<file path="src/rtl/frontend_command_definition_pkg.sv">
// Shared types for the frontend command issuer and its backend command bus.
// Holds widths, backend command format, queued request format and FSM states.
package frontend_command_definition_pkg;

  localparam int DATA_W     = 128;
  localparam int ROW_W      = 14;
  localparam int COL_W      = 4;
  localparam int TAG_W      = 4;
  localparam int CMDQ_DEPTH = 4;
  localparam int RD_MAX     = 4;
  localparam int OUT_W      = $clog2(RD_MAX + 1);

  typedef enum logic {
    OP_READ  = 1'b0,
    OP_WRITE = 1'b1
  } op_type_e;

  typedef struct packed {
    op_type_e           op_type;
    logic [ROW_W-1:0]   row_addr;
    logic [COL_W-1:0]   col_addr;
  } backend_command_t;

  typedef struct packed {
    logic               write;
    logic [ROW_W-1:0]   row;
    logic [COL_W-1:0]   col;
    logic [TAG_W-1:0]   tag;
    logic [DATA_W-1:0]  wdata;
  } issuer_req_t;

  typedef enum logic [1:0] {
    S_IDLE  = 2'd0,
    S_SEND  = 2'd1,
    S_STALL = 2'd2
  } issuer_state_e;

endpackage

</file>
<file path="src/rtl/frontend_cmd_issuer_sync_fifo.sv">
// Small synchronous FIFO with a combinational head view.
// Push when full and pop when empty are ignored.
module sync_fifo #(
  parameter int WIDTH = 8,
  parameter int DEPTH = 4
) (
  input  logic             clk,
  input  logic             rst_n,
  input  logic             push,
  input  logic             pop,
  input  logic [WIDTH-1:0] din,
  output logic             full,
  output logic             empty,
  output logic [WIDTH-1:0] head
);

  localparam int AW = (DEPTH > 1) ? $clog2(DEPTH) : 1;

  logic [WIDTH-1:0] mem [DEPTH];
  logic [AW-1:0]    wr_ptr;
  logic [AW-1:0]    rd_ptr;
  logic [AW:0]      count;
  logic             do_push;
  logic             do_pop;

  assign full    = (count == (AW+1)'(DEPTH));
  assign empty   = (count == '0);
  assign do_push = push & !full;
  assign do_pop  = pop & !empty;
  assign head    = mem[rd_ptr];

  // Pointer and occupancy bookkeeping.
  always_ff @(posedge clk or negedge rst_n) begin
    if (!rst_n) begin
      wr_ptr <= '0;
      rd_ptr <= '0;
      count  <= '0;
    end else begin
      if (do_push) wr_ptr <= wr_ptr + 1'b1;
      if (do_pop)  rd_ptr <= rd_ptr + 1'b1;
      count <= count + (AW+1)'(do_push) - (AW+1)'(do_pop);
    end
  end

  // Storage array; contents are don't-care until written.
  always_ff @(posedge clk) begin
    if (do_push) mem[wr_ptr] <= din;
  end

endmodule

</file>
<file path="src/rtl/frontend_cmd_issuer.sv">
// Frontend command issuer: queues host requests, issues backend commands,
// returns read data in order. ISSUER_PERF_CNT_EN adds perf counter ports.
module frontend_cmd_issuer
  import frontend_command_definition_pkg::*;
(
  input  logic                  clk,
  input  logic                  power_on_rst_n,
  input  logic                  i_req_valid,
  output logic                  o_req_ready,
  input  logic                  i_req_write,
  input  logic [ROW_W-1:0]      i_req_row,
  input  logic [COL_W-1:0]      i_req_col,
  input  logic [TAG_W-1:0]      i_req_tag,
  input  logic [DATA_W-1:0]     i_req_wdata,
  output logic                  o_rsp_valid,
  input  logic                  i_rsp_ready,
  output logic [DATA_W-1:0]     o_rsp_rdata,
  output logic [TAG_W-1:0]      o_rsp_tag,
  output logic                  o_frontend_command_valid,
  input  logic                  i_backend_controller_ready,
  output backend_command_t      o_frontend_command,
  output logic [DATA_W-1:0]     o_frontend_write_data,
  input  logic                  i_backend_read_data_valid,
  input  logic [DATA_W-1:0]     i_backend_read_data,
  output logic                  o_backend_controller_ren,
  output logic [OUT_W-1:0]      o_rd_outstanding,
  output logic                  o_err
`ifdef ISSUER_PERF_CNT_EN
  ,
  output logic [31:0]           o_perf_rd_cnt,
  output logic [31:0]           o_perf_wr_cnt,
  output logic [31:0]           o_perf_stall_cnt
`endif
);

  issuer_state_e     state;
  issuer_state_e     nxt;
  issuer_req_t       req_in;
  issuer_req_t       cmdq_head;
  logic              cmdq_full;
  logic              cmdq_empty;
  logic              cmdq_push;
  logic              load;
  backend_command_t  cmd_q;
  logic [TAG_W-1:0]  tag_q;
  logic [DATA_W-1:0] wdata_q;
  logic              accept;
  logic              rd_acc;
  logic              can_issue;
  logic [OUT_W-1:0]  out_q;
  logic [OUT_W-1:0]  out_next;
  logic              tagq_full;
  logic              tagq_empty;
  logic [TAG_W-1:0]  tagq_head;
  logic              rspq_full;
  logic              rspq_empty;
  logic              rsp_push;
  logic              rsp_pop;
  logic [TAG_W+DATA_W-1:0] rsp_head;
  logic              err_q;

  assign req_in = '{write: i_req_write, row: i_req_row, col: i_req_col,
                    tag: i_req_tag, wdata: i_req_wdata};
  assign o_req_ready = !cmdq_full;
  assign cmdq_push   = i_req_valid & !cmdq_full;

  sync_fifo #(.WIDTH($bits(issuer_req_t)), .DEPTH(CMDQ_DEPTH)) u_cmdq (
    .clk(clk), .rst_n(power_on_rst_n), .push(cmdq_push), .pop(load),
    .din(req_in), .full(cmdq_full), .empty(cmdq_empty), .head(cmdq_head)
  );

  sync_fifo #(.WIDTH(TAG_W), .DEPTH(RD_MAX)) u_tagq (
    .clk(clk), .rst_n(power_on_rst_n), .push(rd_acc & !tagq_full),
    .pop(rsp_push), .din(tag_q), .full(tagq_full), .empty(tagq_empty),
    .head(tagq_head)
  );

  sync_fifo #(.WIDTH(TAG_W + DATA_W), .DEPTH(RD_MAX)) u_rspq (
    .clk(clk), .rst_n(power_on_rst_n), .push(rsp_push), .pop(rsp_pop),
    .din({tagq_head, i_backend_read_data}), .full(rspq_full),
    .empty(rspq_empty), .head(rsp_head)
  );

  assign o_frontend_command_valid = (state == S_SEND);
  assign o_frontend_command       = cmd_q;
  assign o_frontend_write_data    =
    (o_frontend_command_valid && cmd_q.op_type == OP_WRITE) ? wdata_q : '0;

  assign accept   = o_frontend_command_valid & i_backend_controller_ready;
  assign rd_acc   = accept & (cmd_q.op_type == OP_READ);
  assign rsp_pop  = o_rsp_valid & i_rsp_ready;
  assign out_next = out_q + OUT_W'(rd_acc) - OUT_W'(rsp_pop);
  assign can_issue = !cmdq_empty &
                     (cmdq_head.write | (out_next < OUT_W'(RD_MAX)));

  // Dropping data with no tag pending drains the backend even if rspq is full.
  assign o_backend_controller_ren =
    i_backend_read_data_valid & (tagq_empty | !rspq_full);
  assign rsp_push = i_backend_read_data_valid & !tagq_empty & !rspq_full;

  assign o_rsp_valid      = !rspq_empty;
  assign o_rsp_rdata      = o_rsp_valid ? rsp_head[DATA_W-1:0] : '0;
  assign o_rsp_tag        = o_rsp_valid ? rsp_head[DATA_W +: TAG_W] : '0;
  assign o_rd_outstanding = out_q;
  assign o_err            = err_q;

  // Issue FSM state register.
  always_ff @(posedge clk or negedge power_on_rst_n) begin
    if (!power_on_rst_n) state <= S_IDLE;
    else                  state <= nxt;
  end

  // Next state; load pulls the queue head into the command register.
  always_comb begin
    nxt  = state;
    load = 1'b0;
    unique case (state)
      S_IDLE, S_STALL: begin
        if (can_issue) begin
          load = 1'b1;
          nxt  = S_SEND;
        end else if (!cmdq_empty) begin
          nxt  = S_STALL;
        end else begin
          nxt  = S_IDLE;
        end
      end
      S_SEND: begin
        if (accept) begin
          if (can_issue) begin
            load = 1'b1;
            nxt  = S_SEND;
          end else if (!cmdq_empty) begin
            nxt  = S_STALL;
          end else begin
            nxt  = S_IDLE;
          end
        end
      end
      default: nxt = S_IDLE;
    endcase
  end

  // Command payload register, stable while waiting for backend ready.
  always_ff @(posedge clk or negedge power_on_rst_n) begin
    if (!power_on_rst_n) begin
      cmd_q   <= '0;
      tag_q   <= '0;
      wdata_q <= '0;
    end else if (load) begin
      cmd_q.op_type  <= cmdq_head.write ? OP_WRITE : OP_READ;
      cmd_q.row_addr <= cmdq_head.row;
      cmd_q.col_addr <= cmdq_head.col;
      tag_q          <= cmdq_head.tag;
      wdata_q        <= cmdq_head.write ? cmdq_head.wdata : '0;
    end
  end

  // Outstanding read credit and sticky protocol error.
  always_ff @(posedge clk or negedge power_on_rst_n) begin
    if (!power_on_rst_n) begin
      out_q <= '0;
      err_q <= 1'b0;
    end else begin
      out_q <= out_next;
      if (i_backend_read_data_valid & tagq_empty) err_q <= 1'b1;
    end
  end

`ifdef ISSUER_PERF_CNT_EN
  logic stall_cyc;
  assign stall_cyc = (o_frontend_command_valid & !i_backend_controller_ready)
                   | (state == S_STALL);

  // Saturating performance counters.
  always_ff @(posedge clk or negedge power_on_rst_n) begin
    if (!power_on_rst_n) begin
      o_perf_rd_cnt    <= '0;
      o_perf_wr_cnt    <= '0;
      o_perf_stall_cnt <= '0;
    end else begin
      if (rd_acc && o_perf_rd_cnt != '1)
        o_perf_rd_cnt <= o_perf_rd_cnt + 1'b1;
      if (accept && !rd_acc && o_perf_wr_cnt != '1)
        o_perf_wr_cnt <= o_perf_wr_cnt + 1'b1;
      if (stall_cyc && o_perf_stall_cnt != '1)
        o_perf_stall_cnt <= o_perf_stall_cnt + 1'b1;
    end
  end
`endif

endmodule

</file>
<file path="config.mk">
export PLATFORM = sky130hd
export DESIGN_NAME = frontend_cmd_issuer
export DESIGN_NICKNAME = d
export VERILOG_FILES = /design/src/rtl/frontend_command_definition_pkg.sv /design/src/rtl/frontend_cmd_issuer_sync_fifo.sv /design/src/rtl/frontend_cmd_issuer.sv
export SDC_FILE = /design/constraint.sdc
export NUM_CORES = 1
export LEC_CHECK = 0
export BUFFER_PORTS_ARGS = -buffer_cell sky130_fd_sc_hd__buf_2
export CAP_MARGIN = 5
export CORE_UTILIZATION = 32
export CTS_CLUSTER_DIAMETER = 50
export DETAILED_ROUTE_END_ITERATION = 16
export SYNTH_ARGS = -nofsm -noshare
export SYNTH_HDL_FRONTEND = slang
export SYNTH_SLANG_ARGS = --single-unit
</file>
<file path="constraint.sdc">
create_clock -name clk -period 9.3 [get_ports clk]
set_input_delay 1.86 -clock clk [delete_from_list [all_inputs] [get_ports clk]]
set_output_delay 1.86 -clock clk [all_outputs]
set_load 0.01 [all_outputs]
</file>
## Yosys cells after proc, flatten, opt, wreduce, memory -nomap -nowiden

Memory sizes are Yosys's and may differ from the RTL's.
Index checks and enable logic that the tools add are counted.

| storage, ports and cells | value |
|---|---|
| input bits | 285 |
| bits in registers | 178 |
| memories kept | 3 |
| logic and storage cells | 90 |
| memory bits (writable) | 1,148 |
| output and inout port bits | 287 |

Memory list:

| memory | words | width | rd ports | clocked after Yosys merged registers in | wr ports | RTL line | source |
|---|---|---|---|---|---|---|---|
| u_cmdq.mem | 4 | 151 | 1 | 0 | 1 | frontend_cmd_issuer_sync_fifo.sv:19 | `logic [WIDTH-1:0] mem [DEPTH];` |
| u_rspq.mem | 4 | 132 | 1 | 0 | 1 | frontend_cmd_issuer_sync_fifo.sv:19 |  |
| u_tagq.mem | 4 | 4 | 1 | 0 | 1 | frontend_cmd_issuer_sync_fifo.sv:19 |  |

| cells by class | value |
|---|---|
| magnitude comparators | 1 |
| bitwise operators | 19 |
| reduce and logical (&&, ||, !) cells | 12 |
| add/subtract/negate cells | 14 |
| equal/unequal tests | 6 |
| multiplexer cells | 18 |

Operators with widths:

| cell | number |
|---|---|
| two-way mux 128 bit | 3 |
| bitwise AND 1 bit | 16 |
| adder 2 x 1 -> 2 bit, second input constant | 6 |
| adder 3 x 1 -> 3 bit | 4 |
| subtractor 3 x 1 -> 3 bit | 4 |
| equality test 3 bit, second input constant | 3 |
| zero test 3 bit | 3 |
| two-way mux 1 bit | 9 |
| zero test 1 bit | 6 |
| two-way mux 2 bit | 3 |
| two-way mux 4 bit | 1 |
| one-hot mux 2 bit (2 select lines) | 1 |
| < comparator 3 bit, second input constant | 1 |
| equality test 2 x 1 -> 1 bit, second input constant | 1 |
| equality test 2 bit, second input constant | 1 |
| zero test 2 bit | 1 |
| inequality test 2 x 1 -> 1 bit, second input constant | 1 |
| OR 1 bit | 2 |
| one-hot mux 1 bit (2 select lines) | 1 |
| OR reduction 2 bit | 1 |
| logical AND 1 bit | 1 |
| NOT 1 bit | 1 |

## Depth between registers and ports, before layout

| logic depth | value |
|---|---|
| depth in word-level cells | 13 |
| gate-level depth with buffers | 18 |
| gate-level depth less buffers | 16 |

## Modules after synthesis

A second synthesis with hierarchy kept.

| second synthesis, totals | value |
|---|---|
| cell total of the unflattened synthesis | 2,294 |
| area, all modules | 50,214.4 um^2 |

By module, submodules not included:

| module | area each (um^2) | cells each | instances | seq. area each (um^2) |
|---|---|---|---|---|
| sync_fifo at u_cmdq | 22,222.6 | 830 | 1 | 18,312.6 |
| sync_fifo at u_rspq | 19,487.4 | 731 | 1 | 16,030.4 |
| frontend_cmd_issuer | 7,459.7 | 671 | 1 | 3,928.8 |
| sync_fifo at u_tagq | 1,044.8 | 62 | 1 | 655.6 |

## Worst setup path before layout

OpenSTA, ideal clock, no wires.

| timing path | value |
|---|---|
| path type | input to register |
| start | in i_backend_read_data_valid |
| end | mem u_rspq.mem[0][0] (netlist bit), enable pin |
| library setup time | 0.507 ns |
| required time | 8.793 ns |
| buffers on the path | 0 |
| arrival time | 5.412 ns |
| setup slack | 3.381 ns |
| stages | 3 |
| cells stage by stage | inv_1 a211oi_2 and2_1 |

| between the ends | value |
|---|---|
| longest elaborated chain between the ends | 5 |

RTL lines:

| item | RTL line | source |
|---|---|---|
| from (decl) | frontend_cmd_issuer.sv:23 | `input logic i_backend_read_data_valid,` |
| bitwise AND 1 bit (2 in series) | frontend_cmd_issuer.sv:99 | `assign rsp_push = i_backend_read_data_valid & !tagq_empty & !rspq_full;` |
| bitwise AND 1 bit | frontend_cmd_issuer_sync_fifo.sv:28 | `assign do_push = push & !full;` |
| named net u_rspq.do_push | frontend_cmd_issuer_sync_fifo.sv:23 | `logic do_push;` |
| two-way mux 1 bit | frontend_cmd_issuer_sync_fifo.sv:47 | `if (do_push) mem[wr_ptr] <= din;` |
| two-way mux 1 bit (implied by the code) | frontend_cmd_issuer_sync_fifo.sv:47 |  |
| to (decl) | frontend_cmd_issuer_sync_fifo.sv:19 |  |

The timed path passes the listed nets, and every way through them passes these cells.

## Worst setup path in the final report

| timing path | value |
|---|---|
| start | reg u_rspq.count[2] |
| end | reg u_cmdq.count[2] |

| between the ends | value |
|---|---|
| longest elaborated chain between the ends | 12 |

RTL lines:

| item | RTL line | source |
|---|---|---|
| from (decl) | frontend_cmd_issuer_sync_fifo.sv:22 | `logic [AW:0] count;` |
| from (signal assigned) | frontend_cmd_issuer_sync_fifo.sv:41 | `count <= count + (AW+1)'(do_push) - (AW+1)'(do_pop);` |
| zero test 3 bit * | frontend_cmd_issuer_sync_fifo.sv:27 | `assign empty = (count == '0);` |
| zero test 1 bit * | frontend_cmd_issuer.sv:101 | `assign o_rsp_valid = !rspq_empty;` |
| bitwise AND 1 bit * | frontend_cmd_issuer.sv:91 | `assign rsp_pop = o_rsp_valid & i_rsp_ready;` |
| subtractor 3 x 1 -> 3 bit * | frontend_cmd_issuer.sv:92 | `assign out_next = out_q + OUT_W'(rd_acc) - OUT_W'(rsp_pop);` |
| named net out_next[2] | frontend_cmd_issuer.sv:51 | `logic [OUT_W-1:0] out_next;` |
| < comparator 3 bit * | frontend_cmd_issuer.sv:94 | `(cmdq_head.write \| (out_next < OUT_W'(RD_MAX)));` |
| OR 1 bit * | frontend_cmd_issuer.sv:94 |  |
| bitwise AND 1 bit * | frontend_cmd_issuer.sv:93 | `assign can_issue = !cmdq_empty &` |
| two-way mux 1 bit * | frontend_cmd_issuer.sv:119, frontend_cmd_issuer.sv:130 |  |
| two-way mux 1 bit | frontend_cmd_issuer.sv:129 | `if (accept) begin` |
| one-hot mux 1 bit (2 select lines) * | frontend_cmd_issuer.sv:117 | `unique case (state)` |
| bitwise AND 1 bit * | frontend_cmd_issuer_sync_fifo.sv:29 | `assign do_pop = pop & !empty;` |
| subtractor 3 x 1 -> 3 bit * | frontend_cmd_issuer_sync_fifo.sv:41 |  |
| to (signal assigned) | frontend_cmd_issuer_sync_fifo.sv:41 |  |
| to (decl) | frontend_cmd_issuer_sync_fifo.sv:22 |  |

Mark *: on every way through the listed nets, which the timed path passes. The rest lies on a longest branch.
A chain may end at the register's enable or synchronous reset.

==> qor_table.md <==
| Group | Item | Value |
| --- | --- | --- |
| floorplan | IO Count | 572 |
| cts | Setup Fix Bufs, Post-CTS | 0 |
| floorplan | Die extent in x | 397.2 µm |
| global route | Via count of the first global-routing pass | 25599 |
| final layout | Post-route non-filler standard cell count | 5087 |
| cts | Hold-fix buffer count after cts | 0 |
| floorplan | Standard cell core area | 0.1546 mm² |
| logic synthesis | Instance count of the mapped netlist | 2272 |
| flow run | Max-capacitance violation count | 0 |
| placement | Placed cell areas | 0.05509 mm² |
| final layout | Area added between synthesis and finish | 20.82% |
| global route | Antenna violations before repair | 56 |
| final layout | Layout cells sized above 1 | 39.12% |
| logic synthesis | Post-synth EDFFs | 1148 |
| cts | Clock slew at reported path FFs | 0.05 ns |
| global route | GRT overflow | 0 |
| cts | Num Clock Sinks | 1326 |
| final layout | Final net count | 3206 |
| placement | Placed Instances | 4781 |
| power | PD cells | 349.1 mW/mm² |
| placement | Count of port buffers added during placement | 571 |
| routing | Post-detailed-routing wire length | 116.0 mm |
| logic synthesis | Share of the synthesized area in the top cell type | 68.99% |
| timing | Number of endpoints with negative hold slack in the final report | 0 |
| placement | Final RePlAce weighted congestion | 0.7217 |
| logic synthesis | Number of distinct library cells after synthesis | 37 |
| logic synthesis | Cell area after synthesis | 0.04997 mm² |
| logic synthesis | Post-Syn Nets | 2581 |
| floorplan | Cell row count | 144 |
| cts | Number of levels in the clock H-tree | 4 |
| cts | Number of CTS-inserted buffers | 158 |
| setup path | Startpoint class of the critical path | flip-flop |
| power | LEAKAGE | 21.91 nW |
| power | Internal power contribution | 14.43 mW |
| global route | Global-route wire length before repair | 169.7 mm |
| cts | Clock tree root driver cell | clkbuf_16 |
| cts | TritonCTS clock tree | built |
| timing | Top achievable clock speed | 182.9 MHz |
| cts | CTS resizes | 0 |
| min path | Worst min-delay path category | flip-flop to flip-flop |
| outcome | Result of the run | finished, final reports clean |
| power | Reg power frac | 40.9% |
| power | Sw frac | 31.52% |
| power | Proportion of power drawn by combinational gates | 30.0% |
| routing | WL per Instance | 22.81 µm |
| logic synthesis | Synthesized area divided by synthesized cell count | 21.99 µm² |
| cts | Clk_lat worst skew | 0.78 ns |
| logic synthesis | Synthesis warning total | 0 |
| power | Largest voltage drop on the vdd net | 0.2166 mV |
| routing | Number of vias per cell | 4.808 |
| timing | Setup repair after global routing missed its margin | false |
| timing | Endpoints failing setup | 0 |
| setup path | Worst EP required | 9.95 ns |
| global route | Global Route Usage Sum | 14.45% |
| logic synthesis | Proportion of synthesized flip-flops having asynchronous set or reset | 13.42% |
| routing | Detailed router's first-iteration violation count | 1378 |
| floorplan | Initial cell density of the core | 32.32% |
| logic synthesis | Primary FF master, synth | edfxtp_1 |
| logic synthesis | Largest cells by area after synthesis | edfxtp_1 (69%), mux4_2 (13%), dfrtp_1 (8.9%) |
| power | Net Switching | 6.643 mW |
| routing | Initial DRT Pass Iterations | 5 |
| logic synthesis | Sequential-to-total area share from yosys stat | 77.90% |
| logic synthesis | Post-synth top area cell | edfxtp_1 |
| routing | DRC violation count after routing | 0 |
| logic synthesis | Number of synthesized register bits | 1326 |
| timing | Rel. slew slack | 31.98% |
| cts | Clock Path Buffers | 3 |
| timing | Fin Setup TNS | 0 ns |
| timing | Count of final max-slew check failures | 0 |
| routing | Remaining antenna violation count after routing | 0 |
| timing | Worst-margin pin slew | 1.020 ns |
| setup path | Number of cells traversed by the worst register-to-register path | 16 |
| placement | HPWL reported at the end of detailed placement | 68.45 mm |
| setup path | Worst setup EP type | flip-flop |
| setup path | Worst Path Class, Setup | flip-flop to flip-flop |
| final layout | Post-layout instance area | 0.06037 mm² |
| power | Clk network pwr share | 29.1% |
| setup path | Critical path data arrival time | 6.12 ns |
| timing | Period Utilization, post-route | 58.78% |
| setup path | Max Fanout on Critical Path | 75 |
| routing | Via count | 24456 |
| floorplan | Overall die height | 397.2 µm |
| floorplan | Die area | 0.1577 mm² |
| timing | Worst Clk Skew | 0.03354 ns |
| min path | Cell depth of the worst hold path | 1 |
| timing | Final min period | 5.466 ns |
| global route | Maximum number of pins on one net before global-route repair | 98 |
-- per-stage QoR --
stage	worst slack, ns	util, %	hold slack, ns	power [mW]
CTS	3.590	39.04	0.4689	21.47
global placement	2.874	35.64	0.4397	15.18
detailed placement	2.945	35.64	0.4536	15.27
floorplan	3.381	-	0.4365	13.01
finish	3.834	39.05	0.4566	21.08
global route	3.422	39.04	0.4930	22.13
-- critical path, stage by stage, from the launching register on --
cell	delay (ns)
dfrtp_1	0.43
or3_4	0.75
and2_1	0.37
ha_1	0.28
inv_1	0.04
ha_1	0.18
fa_1	0.41
xor3_1	0.35
inv_1	0.16
nand2b_4	0.09
nand2b_4	0.68
inv_4	0.39
ha_1	0.43
inv_1	0.04
ha_1	0.19
fa_1	0.41
xnor2_1	0.13
-- cell usage in the layout (no fill, tap or decap), types with 7 or more instances in the layout --
cell        synthesis  routed
edfxtp_1         1148    1148
buf_2              40     570
mux4_2            287     287
dfrtp_1           178     173
clkbuf_16           0     162
and2_1            142     138
and3_1            132     128
a22o_1            128     128
buf_4              15      30
clkbuf_1           79      27
inv_1              24      24
ha_1               20      20
clkinv_2            0      20
inv_6               0      18
mux2_4             17      17
clkinv_1            0      16
diode_2             0      11
xnor2_1            11      11
clkbuf_8            0      11
inv_8               0      11
bufinv_16           0       9
clkinvlp_4          0       9
mux2_2              7       7
-- area by class of cell --
type | count | area, µm²
fill | 13913 | 94220
clock buffer | 200 | 4307
timing repair buffer | 603 | 3133
clock inverter | 95 | 948.4
antenna | 11 | 27.53
sequential | 1326 | 38950
tap | 2044 | 2557
inverter | 25 | 96.34
multi-input combinational | 783 | 10360
-- layer usage --
layer / track usage (%) / wire (µm) / part of all wire [%] / vias to the layer above
met3: 6.406 / 11250 / 9.7 / 245
met4: 4.451 / 2528 / 2.2 / 80
met5: 0 / 520 / 0.45 / -
met1: 18.33 / 48030 / 41 / 12761
li1: - / - / - / 10618
met2: 22.17 / 53680 / 46 / 752
-- state kept, by name, indices dropped and copies added, names as in the netlist --
name and cells:
u_cmdq.mem 604, u_rspq.mem 528, wdata_q 128, o_frontend_command 19
u_tagq.mem 16, tag_q 4, o_rd_outstanding 3, u_cmdq.count 3
u_rspq.count 3, u_tagq.count 3, state 2, u_cmdq.rd_ptr 2
u_cmdq.wr_ptr 2, u_rspq.rd_ptr 2, u_rspq.wr_ptr 2, u_tagq.rd_ptr 2
u_tagq.wr_ptr 2, o_err 1
-- final timing paths --
path | from | slack, ns | to
max | u_rspq.count[2]$_DFF_PN0_ | 3.83 | u_cmdq.count[2]$_DFF_PN0_
max in group asynchronous | power_on_rst_n | 6.82 | wdata_q[111]$_DFFE_PN0N_
min reg2reg | o_err$_DFFE_PN0P_ | 0.46 | o_err$_DFFE_PN0P_
min in group asynchronous | power_on_rst_n | 1.07 | wdata_q[44]$_DFFE_PN0N_
min | o_err$_DFFE_PN0P_ | 0.46 | o_err$_DFFE_PN0P_
max reg2reg | u_rspq.count[2]$_DFF_PN0_ | 3.83 | u_cmdq.count[2]$_DFF_PN0_
-- cell usage after synthesis, types with 4 or more instances --
master / instances
buf_2: 40
xor2_1: 4
inv_1: 24
mux2_4: 17
mux2_2: 7
xnor2_1: 11
ha_1: 20
a22o_1: 128
mux4_2: 287
buf_4: 15
clkbuf_1: 79
dfrtp_1: 178
and3_1: 132
and2_1: 142
edfxtp_1: 1148
nand2_1: 5
fa_1: 4
-- power by group through the flow --
stage / Clock [mW] / Combinational, mW / Sequential (mW)
floorplan: 0 / 4.47 / 8.54
global placement: 0 / 6.47 / 8.71
detailed placement: 0 / 6.52 / 8.75
CTS: 6.29 / 6.52 / 8.65
global route: 6.51 / 6.85 / 8.77
finish: 6.12 / 6.33 / 8.62
-- cell families (layout without fill, tap and decap cells) --
group / after synthesis / after routing / synth area share (%)
AO/OA/AOI/OAI: 138 / 138 / 2.381
XOR/XNOR: 16 / 16 / 0.3105
adder cells (fa/ha/maj): 24 / 24 / 0.6610
buffers and inverters: 163 / 923 / 1.472
flip-flops: 1326 / 1326 / 77.90
multiplexers: 311 / 311 / 13.60
other: 0 / 11 / 0
AND/OR/NAND/NOR: 294 / 294 / 3.668
No activity file was read; power rests on OpenSTA's default activity.
